<file path="config.mk">
export PLATFORM = sky130hd
export DESIGN_NAME = flash_rx_deserializer
export DESIGN_NICKNAME = d
export VERILOG_FILES = /design/src/rtl/flash_rx_deserializer.sv
export SDC_FILE = /design/constraint.sdc
export NUM_CORES = 1
export LEC_CHECK = 0
export BUFFER_PORTS_ARGS = -buffer_cell sky130_fd_sc_hd__buf_2
export CAP_MARGIN = 20
export CORE_ASPECT_RATIO = 1.75
export CORE_MARGIN = 5
export CORE_UTILIZATION = 54
export CTS_CLUSTER_DIAMETER = 80
export DETAILED_ROUTE_END_ITERATION = 16
export PLACE_DENSITY = 0.85
export SLEW_MARGIN = 40
export SYNTH_ARGS = -nofsm -noshare
export SYNTH_HDL_FRONTEND = slang
export SYNTH_SLANG_ARGS = --single-unit
</file>
<file path="constraint.sdc">
create_clock -name clk -period 3 [get_ports clk]
set_input_delay 0.6 -clock clk [delete_from_list [all_inputs] [get_ports clk]]
set_output_delay 0.6 -clock clk [all_outputs]
set_load 0.05 [all_outputs]
</file>
<file path="src/rtl/flash_rx_deserializer.sv">
// flash_rx_deserializer: packs the qualified serial read-data stream of the SPI
// flash read engine into bytes, queues them in a small first-word-fall-through
// FIFO and presents them to the consumer over a valid/ready handshake.
module flash_rx_deserializer #(
   parameter int DEPTH     = 8,
   parameter bit MSB_FIRST = 1'b1
) (
   input  logic                     clk,
   input  logic                     rst_n,
   input  logic                     frame_start,
   input  logic                     frame_end,
   input  logic                     bit_in,
   input  logic                     bit_valid,
   output logic [7:0]               out_data,
   output logic                     out_valid,
   input  logic                     out_ready,
   output logic [$clog2(DEPTH):0]   level,
   output logic                     almost_full,
   output logic                     overflow,
   output logic                     partial,
   input  logic                     clear_flags,
   output logic                     busy
);

   localparam int AW = $clog2(DEPTH);
   localparam logic [AW:0] FULL_LVL = (AW+1)'(DEPTH);
   localparam logic [AW:0] AF_LVL   = (AW+1)'(DEPTH - 2);

   typedef enum logic {IDLE, ACTIVE} state_t;

   state_t      state_q, state_d;
   logic [2:0]  cnt_q, cnt_d;
   logic [7:0]  sh_q, sh_d;
   logic [AW:0] wptr_q, wptr_d, rptr_q, rptr_d;
   logic        ovf_q, ovf_d, part_q, part_d;
   logic [7:0]  mem_q [DEPTH];

   logic        push;
   logic [7:0]  push_byte;
   logic        part_set;
   logic        pop, full, wr_en, ovf_set;

   // Shift one serial bit into the assembly register in the configured bit order.
   function automatic logic [7:0] shift_in(input logic [7:0] sh, input logic b);
      if (MSB_FIRST) return {sh[6:0], b};
      else           return {b, sh[7:1]};
   endfunction

   // Frame FSM and bit assembly: frame_start always restarts (and beats frame_end),
   // a bit arriving with frame_end is absorbed before the frame closes.
   always_comb begin
      state_d   = state_q;
      cnt_d     = cnt_q;
      sh_d      = sh_q;
      push      = 1'b0;
      push_byte = shift_in(sh_q, bit_in);
      part_set  = 1'b0;
      if (frame_start) begin
         state_d  = ACTIVE;
         part_set = (state_q == ACTIVE) && (cnt_q != 3'd0);
         if (bit_valid) begin
            sh_d  = shift_in(8'h00, bit_in);
            cnt_d = 3'd1;
         end else begin
            sh_d  = 8'h00;
            cnt_d = 3'd0;
         end
      end else if (state_q == ACTIVE) begin
         if (bit_valid) begin
            if (cnt_q == 3'd7) begin
               push  = 1'b1;
               cnt_d = 3'd0;
               sh_d  = 8'h00;
            end else begin
               cnt_d = cnt_q + 3'd1;
               sh_d  = push_byte;
            end
         end
         if (frame_end) begin
            state_d  = IDLE;
            part_set = (cnt_d != 3'd0);
            cnt_d    = 3'd0;
            sh_d     = 8'h00;
         end
      end
   end

   // FIFO control: a push into a full FIFO survives only if the head leaves in the same cycle.
   always_comb begin
      level       = wptr_q - rptr_q;
      out_valid   = (level != '0);
      full        = (level == FULL_LVL);
      almost_full = (level >= AF_LVL);
      out_data    = mem_q[rptr_q[AW-1:0]];
      pop         = out_valid & out_ready;
      wr_en       = push & (~full | pop);
      ovf_set     = push & full & ~pop;
      wptr_d      = wptr_q + {{AW{1'b0}}, wr_en};
      rptr_d      = rptr_q + {{AW{1'b0}}, pop};
      ovf_d       = ovf_set  | (ovf_q  & ~clear_flags);
      part_d      = part_set | (part_q & ~clear_flags);
      busy        = (state_q == ACTIVE);
      overflow    = ovf_q;
      partial     = part_q;
   end

   // Control and assembly state with asynchronous reset.
   always_ff @(posedge clk or negedge rst_n) begin
      if (!rst_n) begin
         state_q <= IDLE;
         cnt_q   <= 3'd0;
         sh_q    <= 8'h00;
         wptr_q  <= '0;
         rptr_q  <= '0;
         ovf_q   <= 1'b0;
         part_q  <= 1'b0;
      end else begin
         state_q <= state_d;
         cnt_q   <= cnt_d;
         sh_q    <= sh_d;
         wptr_q  <= wptr_d;
         rptr_q  <= rptr_d;
         ovf_q   <= ovf_d;
         part_q  <= part_d;
      end
   end

   // FIFO storage; contents are meaningless outside the pointer window so no reset.
   always_ff @(posedge clk) begin
      if (wr_en) mem_q[wptr_q[AW-1:0]] <= push_byte;
   end

endmodule

</file>
==> results.json <==
{
  "finalSetupViolations": 0,
  "regToRegSetupSlack_ps": 330,
  "n_antenna_cell": 0,
  "worst_hold_slack_ps": 219,
  "synthArstFlopShare": 0.247,
  "multiInputGateArea_um2": 1190,
  "leakage_nw": 1.61,
  "wire_per_inst_um": 19.0,
  "slew_viol_final": 0,
  "post_cts_buffers": 0,
  "status": "finished, final reports clean",
  "cp.required_ps": 2400,
  "pin_count": 25,
  "fmax_mhz": 371,
  "syn_avg_cell_area_um2": 15.2,
  "cts_sinks": 85,
  "internal-power_mw": 2.36,
  "start_kind": "flip-flop",
  "p_sw_mw": 1.40,
  "dp_hpwl_um": 4980,
  "grt_overflow_total": 0,
  "yosys_most_used_dff": "edfxtp_1",
  "clkPwrFrac": 0.284,
  "netlist_top_cells_count": "64 x edfxtp_1, 44 x nand2_1, 21 x dfrtp_1, 16 x mux4_2",
  "cts-resized-gates": 0,
  "max_slew.worst_pin.slew_ps": 690,
  "drt_first_pass_iters": 4,
  "finalWeightedCongestion": 0.812,
  "antenna_found_initial": 0,
  "drt-total-wl_um": 6830,
  "synth_nets": 257,
  "die_h_um": 118,
  "power.share.sequential": 0.352,
  "drc": 0,
  "relSlewSlack": 0.536,
  "maxCapViolCount": 0,
  "final_nets": 291,
  "die_x_um": 71.8,
  "worst_ep_arrival_time_ps": 2100,
  "cts_tree": "yes",
  "die_area_um2": 8490,
  "vias": 2021,
  "clk_latency_ps": 340,
  "yosys.area.top_type": "edfxtp_1",
  "drt_iter0_markers": 168,
  "cts_max_path_buffers": 2,
  "fin_cells": 359,
  "cts_root_buf": "clkbuf_16",
  "cts-buffers-inserted": 9,
  "setup_tns_ps": 0,
  "finalCritPeriodShare": 0.899,
  "ir_worst_vdd_uv": 928,
  "synth_warnings": 0,
  "path_max_fanout": 7,
  "switching_share": 0.372,
  "grt_pass1_vias": 2137,
  "area_growth_pct": 18.3,
  "totalPowerFinal_mw": 3.76,
  "fillCellCount": 470,
  "postCtsHoldBufs": 0,
  "hp-class": "primary input to async pin",
  "cpLargestDelayFamily": "flip-flops",
  "p_per_area_nw_per_um2": 880,
  "r2r_start": "wptr_q[0]",
  "skew_ps": 5.80,
  "synth_most_common_cell": "edfxtp_1",
  "cp_slowest_cell": "dfrtp_1",
  "netlist_instances": 238,
  "grt_max_degree": 22,
  "grt_usage": 0.183,
  "placed_cells": 343,
  "start_util": 0.552,
  "seq_area_frac_synth": 0.678,
  "critPathMostFrequentCell": "a21oi_1",
  "crit_cells": 6,
  "syn-cell-area_um2": 3610,
  "core_area_um2": 6540,
  "yosysTopAreaCellShare": 0.532,
  "ant_nets": 0,
  "crit_start": "wptr_q[2]",
  "grt_pass1_wl_um": 11200,
  "ys_top_cells_by_area": "edfxtp_1 53%, dfrtp_1 15%, mux4_2 10%",
  "hold_viol": 0,
  "cp_cell_sequence": "ha_1 -> a21oi_1 -> a21oi_1 -> nand2b_1 -> nand2_1 -> buf_2",
  "rr_worst_depth": 9,
  "combinationalPowerShare": 0.364,
  "layout-drive-gt1-share": 0.274,
  "rows": 39,
  "portBuffers": 24,
  "crit_path_end_kind": "output port",
  "path_buf_inv": 1,
  "path_class": "flip-flop to output port",
  "slowest_delay_ps": 460,
  "grt_setup_unrepaired": "no",
  "synth_cell_types": 35,
  "clk_pin_slew_worst_paths_ps": 60,
  "finalCriticalPeriod_ps": 2700,
  "htreeDepth": 3,
  "ys_ff_latch": 85,
  "seq_area_um2": 2450,
  "vias_per_cell": 5.63,
  "synth_edf_count": 64
}
-- path summary, 6_finish.rpt --
check | endpoint
setup / recovery | almost_full
hold / removal | rptr_q[0]
setup reg to reg | mem_q[1][2]
hold reg to reg | wptr_q[3]
max in group asynchronous | wptr_q[0]
min in group clk | wptr_q[3]
-- metrics by stage --
step / instance area, µm² / setup slack, ps / util
after CTS: 4270 / 273 / 0.653
after detailed placement: 3980 / 332 / 0.608
after global routing: 4270 / 138 / 0.653
after global placement: 3980 / 421 / 0.608
after floorplan: 3730 / 33.5 / -
final: 4270 / 303 / 0.653
-- final cells by class --
class,instances,share of cell area
clock buffers,10,0.0536
clock inverters,6,0.0149
inverters,11,0.00967
multi-input cells,133,0.279
flip-flops and latches,85,0.573
well taps,82,0.0240
repair buffers,32,0.0451
-- routing by layer --
layer  vias up  GRT usage  wire (µm)
met2        42      0.324       3960
met1      1011      0.195       2450
met3        12     0.0518        258
met4         0     0.0894        160
li1        956          -          -
met5         -          0          0
-- sequential cells by signal, summed over array words and instances (netlist names) --
register  flops
busy          1
cnt_q         3
mem_q        64
overflow      1
partial       1
rptr_q        4
sh_q          7
wptr_q        4
-- kinds of logic after synthesis --
| kind of cell | synth area share |
|---|---|
| AND/OR/NAND/NOR | 0.106 |
| adder cells (fa/ha/maj) | 0.0402 |
| XOR/XNOR | 0.0166 |
| multiplexers | 0.0998 |
| AO/OA/AOI/OAI | 0.0350 |
| buffers and inverters | 0.0249 |
| flip-flops | 0.678 |
-- power by group through the flow --
stage | clock [mW] | sequential, mW | combinational, mW
global placement | 0 | 1.35 | 1.36
floorplan | 0 | 1.35 | 1.08
global route | 1.14 | 1.33 | 1.47
CTS | 1.09 | 1.32 | 1.39
detailed placement | 0 | 1.35 | 1.38
finish | 1.07 | 1.32 | 1.37
-- placed cells by master, fill, tap and decap left out, types with 7 or more instances in the layout --
master	Yosys	routed
a21oi_1	7	7
buf_2	3	24
buf_4	1	7
clkbuf_16	0	9
dfrtp_1	21	20
edfxtp_1	64	64
ha_1	10	10
inv_1	10	10
mux4_2	16	16
nand2_1	44	44
nand2b_1	7	7
o21ai_0	7	7
Power figures use the tool's default switching activity.
